### src/rtl/alu_pkg.sv
// Shared opcode constants and control-state type for the ALU/MDU unit.
package alu_pkg;

    localparam logic [3:0] OP_AND  = 4'd0;
    localparam logic [3:0] OP_OR   = 4'd1;
    localparam logic [3:0] OP_ADD  = 4'd2;
    localparam logic [3:0] OP_SUB  = 4'd6;
    localparam logic [3:0] OP_SLTU = 4'd7;
    localparam logic [3:0] OP_MULU = 4'd8;
    localparam logic [3:0] OP_DIVU = 4'd9;

    typedef enum logic [1:0] {
        StIdle,
        StMul,
        StDiv,
        StDone
    } state_e;

endpackage

### src/rtl/mdu_iter.sv
// Iterative unsigned multiply (shift-add) / divide (restoring), one bit per cycle.
// The first iteration is folded into the start cycle so that done is seen in the
// WIDTH-th cycle after start and the result can be registered into DONE on time.
module mdu_iter #(
    parameter int unsigned WIDTH = 32
) (
    input  logic             clk,
    input  logic             rst_n,
    input  logic             start,
    input  logic             is_div,
    input  logic [WIDTH-1:0] a,
    input  logic [WIDTH-1:0] b,
    output logic             done,
    output logic [WIDTH-1:0] lo,
    output logic [WIDTH-1:0] hi
);

    localparam int unsigned CntW = $clog2(WIDTH) + 1;

    // hi_q: partial product high half / remainder; lo_q: multiplier / quotient bits
    logic [WIDTH-1:0] hi_q, lo_q, opnd_q;
    logic             is_div_q, busy_q;
    logic [CntW-1:0]  cnt_q;

    logic [WIDTH-1:0] cur_hi, cur_lo, cur_opnd;
    logic             cur_div;
    logic [WIDTH-1:0] nxt_hi, nxt_lo;
    logic [WIDTH:0]   sum, r_shift, diff;

    // Select the step source: fresh operands on start, else the running registers
    always_comb begin
        if (start) begin
            cur_hi   = '0;
            cur_lo   = is_div ? a : b;
            cur_opnd = is_div ? b : a;
            cur_div  = is_div;
        end else begin
            cur_hi   = hi_q;
            cur_lo   = lo_q;
            cur_opnd = opnd_q;
            cur_div  = is_div_q;
        end
    end

    // One radix-2 step of either shift-add multiply or restoring divide
    always_comb begin
        sum     = {1'b0, cur_hi} + {1'b0, cur_opnd};
        r_shift = {cur_hi, cur_lo[WIDTH-1]};
        diff    = r_shift - {1'b0, cur_opnd};
        if (cur_div) begin
            // remainder < divisor keeps diff in range, so bit WIDTH is the borrow
            if (!diff[WIDTH]) begin
                nxt_hi = diff[WIDTH-1:0];
                nxt_lo = {cur_lo[WIDTH-2:0], 1'b1};
            end else begin
                nxt_hi = r_shift[WIDTH-1:0];
                nxt_lo = {cur_lo[WIDTH-2:0], 1'b0};
            end
        end else begin
            if (cur_lo[0]) begin
                {nxt_hi, nxt_lo} = {sum, cur_lo[WIDTH-1:1]};
            end else begin
                {nxt_hi, nxt_lo} = {1'b0, cur_hi, cur_lo[WIDTH-1:1]};
            end
        end
    end

    assign done = busy_q && (cnt_q == CntW'(WIDTH));
    assign lo   = lo_q;
    assign hi   = hi_q;

    // Iteration registers and bit counter; counter stops at WIDTH, never wraps
    always_ff @(posedge clk or negedge rst_n) begin
        if (!rst_n) begin
            hi_q     <= '0;
            lo_q     <= '0;
            opnd_q   <= '0;
            is_div_q <= 1'b0;
            busy_q   <= 1'b0;
            cnt_q    <= '0;
        end else if (start) begin
            hi_q     <= nxt_hi;
            lo_q     <= nxt_lo;
            opnd_q   <= cur_opnd;
            is_div_q <= is_div;
            busy_q   <= 1'b1;
            cnt_q    <= CntW'(1);
        end else if (busy_q) begin
            if (done) begin
                busy_q <= 1'b0;
                cnt_q  <= '0;
            end else begin
                hi_q  <= nxt_hi;
                lo_q  <= nxt_lo;
                cnt_q <= cnt_q + CntW'(1);
            end
        end
    end

endmodule

### src/rtl/alu_mdu.sv
// Single-issue ALU with iterative unsigned multiply/divide and a one-cycle result pulse.
module alu_mdu
    import alu_pkg::*;
#(
    parameter int unsigned WIDTH = 32
) (
    input  logic             clk,
    input  logic             rst_n,
    input  logic             in_valid,
    output logic             in_ready,
    input  logic [WIDTH-1:0] a,
    input  logic [WIDTH-1:0] b,
    input  logic [3:0]       f,
    output logic             out_valid,
    output logic [WIDTH-1:0] y,
    output logic [WIDTH-1:0] hi,
    output logic             zero
);

    state_e           state_q;
    logic             out_valid_q, zero_q;
    logic [WIDTH-1:0] y_q, hi_q;
    logic [WIDTH-1:0] alu_y;
    logic             accept, mdu_start, mdu_is_div, mdu_done;
    logic [WIDTH-1:0] mdu_lo, mdu_hi;

    // Held low while reset is asserted even though the state already reads idle
    assign in_ready   = (state_q == StIdle) && rst_n;
    assign accept     = in_valid && in_ready;
    assign mdu_is_div = (f == OP_DIVU);
    assign mdu_start  = accept && ((f == OP_MULU) || ((f == OP_DIVU) && (b != '0)));

    assign out_valid = out_valid_q;
    assign y         = y_q;
    assign hi        = hi_q;
    assign zero      = zero_q;

    // Single-cycle ALU result; reserved opcodes give zero
    always_comb begin
        alu_y = '0;
        case (f)
            OP_AND:  alu_y = a & b;
            OP_OR:   alu_y = a | b;
            OP_ADD:  alu_y = a + b;
            OP_SUB:  alu_y = a - b;
            OP_SLTU: alu_y = {{(WIDTH-1){1'b0}}, (a < b)};
            default: alu_y = '0;
        endcase
    end

    mdu_iter #(
        .WIDTH(WIDTH)
    ) u_mdu (
        .clk   (clk),
        .rst_n (rst_n),
        .start (mdu_start),
        .is_div(mdu_is_div),
        .a     (a),
        .b     (b),
        .done  (mdu_done),
        .lo    (mdu_lo),
        .hi    (mdu_hi)
    );

    // Control FSM with registered result outputs, updated only when entering DONE
    always_ff @(posedge clk or negedge rst_n) begin
        if (!rst_n) begin
            state_q     <= StIdle;
            out_valid_q <= 1'b0;
            y_q         <= '0;
            hi_q        <= '0;
            zero_q      <= 1'b1;
        end else begin
            out_valid_q <= 1'b0;
            case (state_q)
                StIdle: begin
                    if (accept) begin
                        if (f == OP_MULU) begin
                            state_q <= StMul;
                        end else if ((f == OP_DIVU) && (b != '0)) begin
                            state_q <= StDiv;
                        end else begin
                            state_q     <= StDone;
                            out_valid_q <= 1'b1;
                            if (f == OP_DIVU) begin
                                // divide by zero: all-ones quotient, dividend as remainder
                                y_q    <= '1;
                                hi_q   <= a;
                                zero_q <= 1'b0;
                            end else begin
                                y_q    <= alu_y;
                                hi_q   <= '0;
                                zero_q <= (alu_y == '0);
                            end
                        end
                    end
                end
                StMul, StDiv: begin
                    if (mdu_done) begin
                        state_q     <= StDone;
                        out_valid_q <= 1'b1;
                        y_q         <= mdu_lo;
                        hi_q        <= mdu_hi;
                        zero_q      <= (mdu_lo == '0);
                    end
                end
                StDone: begin
                    state_q <= StIdle;
                end
                default: begin
                    state_q <= StIdle;
                end
            endcase
        end
    end

endmodule

### config.mk
export PLATFORM = sky130hd
export DESIGN_NAME = alu_mdu
export DESIGN_NICKNAME = d
export VERILOG_FILES = /design/src/rtl/alu_pkg.sv /design/src/rtl/mdu_iter.sv /design/src/rtl/alu_mdu.sv
export SDC_FILE = /design/constraint.sdc
export NUM_CORES = 1
export LEC_CHECK = 0
export BUFFER_PORTS_ARGS = -buffer_cell sky130_fd_sc_hd__buf_2
export CAP_MARGIN = 20
export CORE_UTILIZATION = 35
export CTS_CLUSTER_SIZE = 28
export DETAILED_ROUTE_END_ITERATION = 10
export PLACE_DENSITY = 0.54
export SETUP_SLACK_MARGIN = 0.1
export SKIP_LAST_GASP = 1
export SYNTH_ARGS = -nofsm -noshare
export SYNTH_HDL_FRONTEND = slang
export SYNTH_SLANG_ARGS = --single-unit
### constraint.sdc
create_clock -name clk -period 8.3 [get_ports clk]
set_clock_uncertainty 0.2 [all_clocks]
set_input_delay 0.83 -clock clk [delete_from_list [all_inputs] [get_ports clk]]
set_output_delay 0.83 -clock clk [all_outputs]
set_load 0.1 [all_outputs]
### Word-level counts from Yosys, hierarchy flattened

Index checks and enable logic that the tools add are counted.

| storage, ports and cells | value |
|---|---|
| bits in read-only memories | 0 |
| bits in registers | 172 |
| logic and storage cells | 104 |
| output and inout bits | 67 |
| memories | 0 |
| bits of input ports | 71 |
| memory bits (writable) | 0 |
| latch bits | 0 |

| cells by class | value |
|---|---|
| shift-type cells | 0 |
| add/subtract/negate cells | 5 |
| order comparisons | 1 |
| multipliers | 0 |
| equal/unequal tests | 15 |
| multiplexer cells | 53 |
| bitwise operators | 2 |
| reductions and logical operators | 17 |
| divide/modulo/power cells | 0 |

Operators by type and width:

| operator | count |
|---|---|
| $mux 32 | 26 |
| $pmux 32 s5 | 1 |
| $pmux 32 s2 | 2 |
| $logic_not 32->1 | 2 |
| $add 32x32->33 | 1 |
| $sub 33x32->33 | 1 |
| $add 32x32->32 | 1 |
| $and 32x32->32 | 1 |
| $lt 32x32->1 | 1 |
| $or 32x32->32 | 1 |
| $reduce_bool 32->1 | 1 |
| $sub 32x32->32 | 1 |
| $mux 6 | 3 |
| $mux 1 | 15 |
| $ne 2x2->1 const B | 5 |
| $eq 4x3->1 const B | 2 |
| $eq 4x4->1 const B | 2 |
| $add 6x1->6 const B | 1 |
| $eq 6x6->1 const B | 1 |
| $mux 2 | 3 |
| $pmux 2 s3 | 1 |
| $logic_and 1x1->1 | 5 |
| $reduce_and 5->1 | 1 |
| $eq 2x2->1 const B | 2 |
| 10 further kinds | 13 |

### Longest topological paths before layout

Gate-level depths: netlist of run 1.

| logic depth | value |
|---|---|
| depth after elaboration | 11 |
| mapped depth | 31 |

### By module

From an unflattened synthesis of run 1, not the netlist that was laid out.

| unflattened totals | value |
|---|---|
| cells, all modules | 2529 |
| area, all modules | 18662.9 sq um |

By module, submodules not included:

| module | area each (sq um) | instances | seq. area each (sq um) | cells each |
|---|---|---|---|---|
| mdu_iter | 9884.5 | 1 | 2602.5 | 1310 |
| alu_mdu | 8778.4 | 1 | 1702.9 | 1219 |

### Worst setup path before layout of run 1

No wires, ideal clock.

| path | value |
|---|---|
| path kind | input port to flip-flop |
| start point | in f[2] |
| end point | reg u_mdu.hi_q[29] (netlist: u_mdu.hi[29]) |
| library setup time | 0.138 ns |
| setup slack | 1.980 ns |
| arrival time | 5.982 ns |
| path buffers | 8 |
| stages | 28 |
| data required time | 7.962 ns |
| cell sequence | buf_2 > nand4bb_1 > nor2_1 > o31ai_4 > nand2_2 > buf_2 > clkbuf_1 > buf_2 > clkbuf_1 > clkbuf_1 > clkbuf_1 > nor2_1 > a31oi_1 > inv_1 > ha_1 > a21oi_1 > o21ai_0 > a21oi_1 > o21bai_1 > a31oi_1 > o21ai_0 > a21oi_1 > a21oi_2 > or2_4 > buf_6 > and3_1 > a2111oi_2 > o22ai_1 |

| on the way | value |
|---|---|
| word-level cells in the longest chain between the ends | 11 |

RTL lines:

| item | line | text |
|---|---|---|
| start, declared | alu_mdu.sv:13 | `input logic [3:0] f,` |
| $eq 4x4->1 | alu_mdu.sv:30, alu_mdu.sv:31 |  |
| $logic_and 1x1->1 | alu_mdu.sv:31 | `assign mdu_start = accept && ((f == OP_MULU) \|\| ((f == OP_DIVU) && (b != '0)));` |
| $logic_or 1x1->1 | alu_mdu.sv:31 |  |
| $logic_and 1x1->1 | alu_mdu.sv:31 |  |
| $mux 32 (*) | mdu_iter.sv:32 | `if (start) begin` |
| named net u_mdu.cur_opnd[23] | mdu_iter.sv:25 | `logic [WIDTH-1:0] cur_hi, cur_lo, cur_opnd;` |
| $sub 33x32->33 / $add 32x32->33 (equally long branches) | mdu_iter.sv:49, mdu_iter.sv:47 |  |
| $mux 32 (on tied branches) | mdu_iter.sv:52, mdu_iter.sv:60 |  |
| $mux 32 (*) | mdu_iter.sv:50 | `if (cur_div) begin` |
| $mux 32 | mdu_iter.sv:89 | `if (done) begin` |
| $mux 32 | mdu_iter.sv:88 | `end else if (busy_q) begin` |
| $mux 32 (*) | mdu_iter.sv:81 | `end else if (start) begin` |
| end signal, assigned | mdu_iter.sv:82 | `hi_q <= nxt_hi;` |
| end signal, assigned | mdu_iter.sv:93 | `hi_q <= nxt_hi;` |
| end, declared | mdu_iter.sv:21 | `logic [WIDTH-1:0] hi_q, lo_q, opnd_q;` |

The timed path passes the listed nets; every way through them passes the cells marked *. The select of a mux whose other input is x is not followed.
A chain may end at the register's enable or synchronous reset.

### Worst setup path after layout of run 1

| path | value |
|---|---|
| start point | in b[7] |
| end point | reg u_mdu.hi_q[31] (netlist: u_mdu.hi[31]) |

| on the way | value |
|---|---|
| word-level cells in the longest chain between the ends | 11 |

RTL lines:

| item | line | text |
|---|---|---|
| start, declared | alu_mdu.sv:12 | `input logic [WIDTH-1:0] b,` |
| $reduce_bool 32->1 | alu_mdu.sv:31 |  |
| $logic_and 1x1->1 | alu_mdu.sv:31 |  |
| $logic_or 1x1->1 | alu_mdu.sv:31 |  |
| $logic_and 1x1->1 | alu_mdu.sv:31 |  |
| $mux 32 | mdu_iter.sv:32 |  |
| $sub 33x32->33 / $add 32x32->33 (equally long branches) | mdu_iter.sv:49, mdu_iter.sv:47 |  |
| $mux 32 (on tied branches) | mdu_iter.sv:52, mdu_iter.sv:60 |  |
| $mux 32 | mdu_iter.sv:50 |  |
| $mux 32 | mdu_iter.sv:89 |  |
| $mux 32 | mdu_iter.sv:88 |  |
| $mux 32 | mdu_iter.sv:81 |  |

Several ways; a longest one is shown, not always the timed one. The select of a mux whose other input is x is not followed.

==> results of run 1 <==
-- layer usage --
metal  up-vias  wire (um)  global-route usage (%)
li1      10100          -                       -
met1     10400      37600                    39.1
met2       991      38800                    47.3
met3       167       6720                    5.67
met4         4       3320                    12.4
met5         -         24                       0
-- stage by stage --
stage / cell area (sq um) / hold slack (ps) / total power, mW / setup slack [ps] / instances
after floorplan: 19800 / 262 / 6.93 / 1980 / 2781
after global placement: 21100 / 256 / 8.73 / 1610 / 3513
after detailed placement: 21100 / 267 / 8.80 / 1500 / 3513
after CTS: 21700 / 282 / 9.74 / 1890 / 3546
after global routing: 21700 / 291 / 10.5 / 1440 / 3546
final: 21700 / 275 / 9.80 / 1760 / 3547
-- worst min-delay path, stage by stage (launching register included) --
cell and delay, ps:
dfrtp_1 340, nand2_1 50, o21ai_0 60
-- cell families (layout without fill, tap and decap cells) --
logic type	after synthesis	after routing	share of synthesized area, %
other cells	0	1	0
buf+inv	351	368	6.90
flops	172	172	21.7
mux	37	37	1.91
compound gates	926	926	30.3
simple gates	1019	1019	24.0
xor+xnor	109	109	4.82
fa+ha+maj	167	167	10.4
-- power by group through the flow --
stage          sequential (mW)  combinational [mW]  clock (mW)
2_1_floorplan             2.37                4.56           0
3_3_place_gp              1.79                6.94           0
3_5_place_dp              1.80                7.00           0
4_1_cts                   1.79                7.03       0.920
5_1_grt                   1.86                7.67       0.946
6_report                  1.80                7.10       0.899
-- final cells by class --
type / instances / area [sq um] / share of cell area (%)
clock buffers: 21 / 440 / 2.03
well taps: 748 / 936 / 4.31
clock inverters: 11 / 171 / 0.789
diodes: 1 / 2.50 / 0.0115
inverters: 157 / 589 / 2.71
multi-input cells: 2258 / 14300 / 65.6
flip-flops and latches: 172 / 4310 / 19.8
repair buffers: 179 / 1020 / 4.72
-- cells in the mapped netlist, drive strengths merged (20+ instances only) --
cell	count	share of area, %
or3	20	0.63
a21o	38	1.4
nand2b	21	0.66
a211oi	43	1.6
buf	57	1.3
nand4	20	0.63
nand3	67	1.7
and3	40	1.3
clkbuf	137	2.6
o31ai	31	1.2
xnor2	65	2.9
nor3	77	1.9
nand2	332	6.3
mux2i	31	1.6
inv	156	3.0
a21oi	230	5.8
nor4	29	1.1
xor2	44	1.9
nor2	305	5.8
dfrtp	171	22
o21ai	218	5.5
ha	147	9.3
a31oi	98	3.1
a221oi	29	1.3
o22ai	22	0.73
nor2b	40	1.3
o211ai	45	1.8
-- sequential cells by signal (all words and copies together), names as in the netlist --
| signal | cells |
|---|---|
| out_valid | 1 |
| zero | 1 |
| state_q | 2 |
| y | 32 |
| u_mdu.opnd_q | 32 |
| u_mdu.lo | 32 |
| u_mdu.busy_q | 1 |
| u_mdu.is_div_q | 1 |
| hi | 32 |
| u_mdu.hi | 32 |
| u_mdu.cnt_q | 6 |
-- worst max path at each step --
stage,to,slack [ps],cells after the start
finish,u_mdu.hi[31],1760,19
global route,u_mdu.hi[29],1440,20
CTS,u_mdu.hi[3],1890,25
detailed placement,u_mdu.hi[31],1500,19
global placement,u_mdu.hi[29],1610,20
floorplan,u_mdu.hi[29],1980,28
-- what timing repair did --
item	CTS	global route
buffers inserted	0	0
hold buffers	1	0
hold endpoints to repair	3	0
==> flow_summary.json, run 1 <==
{
  "status": "finished, final reports clean",
  "synth-seq-cells": 172,
  "drt-total-wl_mm": 86.4,
  "p_leak_nw": 9.35,
  "crit_family": "compound AO/OA/AOI/OAI gates",
  "drtAntennaViolNets": 0,
  "grt_pass1_vias": 20400,
  "period_share_pct": 78.7,
  "pwr-share-clk_pct": 9.2,
  "routedWlPerCell_um": 24.4,
  "root_buffer": "clkbuf_16",
  "critPathBufInv": 1,
  "dr.pass1.iters": 6,
  "ctsResizeCount": 0,
  "setup_violations": 0,
  "drv_slew": 0,
  "dieArea_sq_um": 57600,
  "async_reset_ff_share_pct": 100,
  "synth.net_count": 3001,
  "vias_per_cell": 6.11,
  "fin_crit_ps": 6540,
  "synthCells": 2781,
  "die_height_um": 240,
  "worstMarginPinSlew_ps": 1130,
  "cts_sinks": 172,
  "hpwl_mm": 65.6,
  "clkTransAtPathRegs_ps": 70,
  "relSlewSlack_pct": 24.3,
  "hold_class": "flip-flop to flip-flop",
  "fillCellCount": 5909,
  "rsz0062_at_grt": "false",
  "end_kind": "flip-flop",
  "cp_data_arrival_time_ps": 6670,
  "crit_required_ps": 8430,
  "vdd_ir_drop_max_v": 0.000326,
  "ys_seq_area_share_pct": 21.7,
  "min_path_cells": 2,
  "hold_start": "y[28]",
  "floorplan.initialDensity_pct": 35.7,
  "gp_congestion": 0.973,
  "die_x_um": 240,
  "synth_edf_count": 0,
  "pwr_density_cell_nw_per_um2": 451,
  "netlist_area_sq_um": 19800,
  "crit_path_cell_trace": "buf_2, nor4_1, nand4_1, o31ai_4, nand2_8, o21ai_0, ha_1, a21boi_0, o31a_1, maj3_1, o211ai_1, a311oi_1, a221oi_2, nor4b_1, o41a_1, a221oi_1, xnor2_1, a21oi_1, o311ai_0",
  "cts_tree": "done",
  "synth_cell_types": 102,
  "synth_flop_cell": "dfrtp_1",
  "worstPathMaxFanout": 32,
  "fin_nets": 3005,
  "grt_pass1_wl_mm": 128,
  "intPower_mw": 4.04,
  "pwr-share-seq_pct": 18.4,
  "whs_endpoint": "y[28]",
  "startpoint_type": "input pin",
  "final_layout_size_suffix_gt1_share_pct": 9.11,
  "first_iter_violations": 2319,
  "drc": 0,
  "yosysWarnings": 0,
  "r2r_setup_slack_ps": 2170,
  "track_usage_pct": 29.7,
  "grt_max_degree": 101,
  "syn_to_final_growth_pct": 9.63,
  "layout_common_cells": "nand2_1 (331), nor2_1 (303), a21oi_1 (227)",
  "vias": 21700,
  "io_pins": 138,
  "port-buffer-count": 137,
  "p_comb_share_pct": 72.5,
  "mostFrequentLayoutCell": "nand2_1",
  "power.net_switching_mw": 5.76,
  "fp-row-count": 86,
  "antenna_found_initial": 3,
  "hold_viol": 0,
  "reg2reg_from": "state_q[0]",
  "htree_levels": 4,
  "grt_overflow": 0,
  "fin_setup_tns_ps": 0,
  "clk_latency_ps": 510,
  "critPathLaunch": "b[7]",
  "path_class": "input pin to flip-flop",
  "synth_area_per_cell_sq_um": 7.13,
  "drv_cap": 0,
  "sw_frac_of_total_pct": 58.8,
  "finish.utilization_pct": 39.1,
  "fmax_ghz": 0.153,
  "core_sq_um": 55500,
  "r2r-end": "u_mdu.hi[3]",
  "max_stage_delay_ps": 690,
  "clk_path_buf_depth": 2,
  "ff2ff_path_depth": 25,
  "numCtsBuffers": 17,
  "crit_slowest_cell": "nor4_1"
}
No activity file was read; power rests on OpenSTA's default activity.
==> run 2: changes to the inputs <==
--- a/config.mk
+++ b/config.mk
@@ -5,12 +5,13 @@
 export SDC_FILE = /design/constraint.sdc
 export NUM_CORES = 1
 export LEC_CHECK = 0
+export ABC_AREA = 1
 export BUFFER_PORTS_ARGS = -buffer_cell sky130_fd_sc_hd__buf_2
 export CAP_MARGIN = 20
 export CORE_UTILIZATION = 35
 export CTS_CLUSTER_SIZE = 28
 export DETAILED_ROUTE_END_ITERATION = 10
-export PLACE_DENSITY = 0.54
+export PLACE_DENSITY = 0.56
 export SETUP_SLACK_MARGIN = 0.1
 export SKIP_LAST_GASP = 1
 export SYNTH_ARGS = -nofsm -noshare
==> constraint.sdc (replaced) <==
create_clock -name clk -period 5.26 [get_ports clk]
set_clock_uncertainty 0.2 [all_clocks]
set_input_delay 0.526 -clock clk [delete_from_list [all_inputs] [get_ports clk]]
set_output_delay 0.526 -clock clk [all_outputs]
set_load 0.1 [all_outputs]
==> run 2 against run 1 <==
Effect of this change:
- sequential share of layout area shrank 0.31 points
- global-route usage is 0.34 points lower
- non-clock buffer count up 1
- setup slack worse by 1200 ps
- sequential cell count stayed put
- final area increased by 1.6%
- combinational power grew 56%
- die area rose by 0.86%
- critical path depth is 2 higher
- clock power increased by 51%
==> flow_summary.json, run 2 <==
{
  "antenna_found_initial": 0,
  "path_class": "input pin to flip-flop",
  "htree_levels": 4,
  "async_reset_ff_share_pct": 100,
  "first_iter_violations": 2575,
  "pwr_density_cell_nw_per_um2": 677,
  "period_share_pct": 89.1,
  "netlist_area_sq_um": 20000,
  "drt-total-wl_mm": 85.5,
  "numCtsBuffers": 17,
  "synth-seq-cells": 172,
  "synth.net_count": 3584,
  "fin_nets": 3664,
  "synth_flop_cell": "dfrtp_1",
  "synth_top_family_by_area": "simple AND/OR/NAND/NOR gates",
  "startpoint_type": "input pin",
  "syn_to_final_growth_pct": 10.4,
  "die_height_um": 241,
  "num_antenna_cells": 0,
  "drv_cap": 0,
  "drtAntennaViolNets": 0,
  "drv_slew": 0,
  "max_stage_delay_ps": 740,
  "cts_tree": "done",
  "finish.utilization_pct": 39.1,
  "synth_xor_xnor_area_share_pct": 1.10,
  "synth_top_cells_by_area": "dfrtp_1 (21%), nand2_1 (18%), ha_1 (9.2%)",
  "die_x_um": 241,
  "floorplan.initialDensity_pct": 35.4,
  "synth_mux_area_share_pct": 0,
  "dieArea_sq_um": 58100,
  "clkTransAtPathRegs_ps": 70,
  "hold_class": "input pin to asynchronous set/reset pin",
  "ctsResizeCount": 0,
  "final_cells": 4213,
  "vias": 22700,
  "clk_latency_ps": 480,
  "routedWlPerCell_um": 20.3,
  "crit_required_ps": 5460,
  "relSlewSlack_pct": 23.6,
  "seqCellArea_sq_um": 4310,
  "hpwl_mm": 68.8,
  "rsz0062_at_grt": "false",
  "dp.cells": 4179,
  "grt_overflow": 0,
  "hold_viol": 0,
  "fmax_ghz": 0.213,
  "gp_congestion": 1.00,
  "mostFrequentLayoutCell": "nand2_1",
  "end_kind": "flip-flop",
  "vdd_ir_drop_max_v": 0.000596,
  "port-buffer-count": 137,
  "layout_common_cells": "nand2_1 (943), inv_1 (461), nor2_1 (337)",
  "io_pins": 138,
  "fin_crit_ps": 4690,
  "synthCells": 3364,
  "total_power_mw": 15.0,
  "ys_seq_area_share_pct": 21.5,
  "status": "finished, final reports clean",
  "crit_top_cell": "nand2_1",
  "vias_per_cell": 5.40,
  "dr.pass1.iters": 6,
  "final_layout_size_suffix_gt1_share_pct": 9.23,
  "netlist.area_leader.share_pct": 21.4,
  "fp-row-count": 87,
  "cp_data_arrival_time_ps": 4890,
  "yosys.area_share.simple_pct": 35.7,
  "holdWs_ps": 253,
  "setup_violations": 0,
  "synth_compound_area_share_pct": 20.4,
  "fin_setup_tns_ps": 0,
  "yosysWarnings": 0,
  "track_usage_pct": 29.4,
  "cts_sinks": 172,
  "synthAdderAreaFrac_pct": 9.40,
  "synth_cell_types": 62,
  "fillCellCount": 6379,
  "grt_pass1_wl_mm": 129,
  "p_leak_nw": 11.7,
  "crit_slowest_cell": "a21oi_2",
  "yosysTopAreaCell": "dfrtp_1",
  "synth_edf_count": 0,
  "crit_path_cell_trace": "dlygate4sd3_1, clkbuf_8, nand2_1, inv_1, nand2_1, a21oi_2, or2_2, o21ai_0, ha_1, a21oi_1, o21ai_1, nand2_1, nand2_1, a21oi_1, nand3_1, nand2_2, buf_12, nand2_1, nand2_1, nand2_1, a21oi_1",
  "clk_path_buf_depth": 2,
  "core_sq_um": 56400,
  "root_buffer": "clkbuf_16",
  "synth.most_common_cell": "nand2_1",
  "multi_input_area_sq_um": 13400,
  "synth_area_per_cell_sq_um": 5.94,
  "worstPathMaxFanout": 20,
  "drc": 0,
  "grt_pass1_vias": 20900,
  "synth_common_cells": "nand2_1 (944), inv_1 (461), nor2_1 (340)",
  "worstMarginPinSlew_ps": 1150,
  "grt_max_degree": 166
}
==> run 2: cells by family (layout without fill, tap and decap cells) <==
| logic type | Yosys count | count (layout) |
|---|---|---|
| simple gates | 1692 | 1692 |
| compound gates | 728 | 729 |
| xor+xnor | 25 | 25 |
| flops | 172 | 172 |
| fa+ha+maj | 149 | 149 |
| buf+inv | 598 | 690 |
==> run 2: power breakdown <==
| part | switching [mW] | internal, mW | total (mW) |
|---|---|---|---|
| Combinational | 8.23 | 2.92 | 11.1 |
| Sequential | 0.488 | 1.96 | 2.44 |
| Clock | 0.656 | 0.704 | 1.36 |
| Total | 9.37 | 5.58 | 15.0 |
==> run 2: layout make-up <==
| class | count | share of cell area, % |
|---|---|---|
| multi-input combinational | 2595 | 60.5 |
| sequential | 172 | 19.5 |
| inverter | 478 | 8.15 |
| timing repair buffer | 180 | 4.85 |
| tap | 756 | 4.29 |
| clock buffer | 20 | 2.11 |
| clock inverter | 12 | 0.567 |
==> run 2: routing by layer <==
metal  global-route usage [%]  vias up  share of wire (%)
met4                     8.36        0                2.6
met1                     42.2    10500                 47
met3                     4.19      114                7.6
li1                         -    11200                  -
met5                        0        -                  0
met2                     45.2      964                 43
==> run 2: worst max-delay path, delay by kind of cell <==
family          cells  cell delay (ps)
buf+inv             4             1010
fa+ha+maj           1              400
compound gates      6             1600
simple gates       10             1330
==> run 2: path summary, 6_finish.rpt <==
| path | startpoint | endpoint | slack, ps | depth (start not counted) |
|---|---|---|---|---|
| hold reg to reg | y[23] | y[23] | 280 | 2 |
| max in group asynchronous | rst_n | y[3] | 3390 | 3 |
| setup reg to reg | state_q[1] | u_mdu.hi[31] | 590 | 21 |
| min in group clk | y[23] | y[23] | 280 | 2 |
| setup / recovery | rst_n | u_mdu.hi[31] | 570 | 21 |
| hold / removal | rst_n | y[27] | 250 | 2 |
==> run 2: repair_timing <==
item                                    CTS  global route
buffers inserted                          0             0
hold endpoints to repair                  7             0
hold buffers                              1             0
endpoints found under the setup margin    0            30
==> run 2: stage by stage <==
| stage | area (sq um) | setup slack [ps] |
|---|---|---|
| after floorplan | 20000 | 410 |
| after global placement | 21500 | 382 |
| after detailed placement | 21500 | 308 |
| after CTS | 22100 | 452 |
| after global routing | 22100 | 205 |
| final | 22100 | 571 |
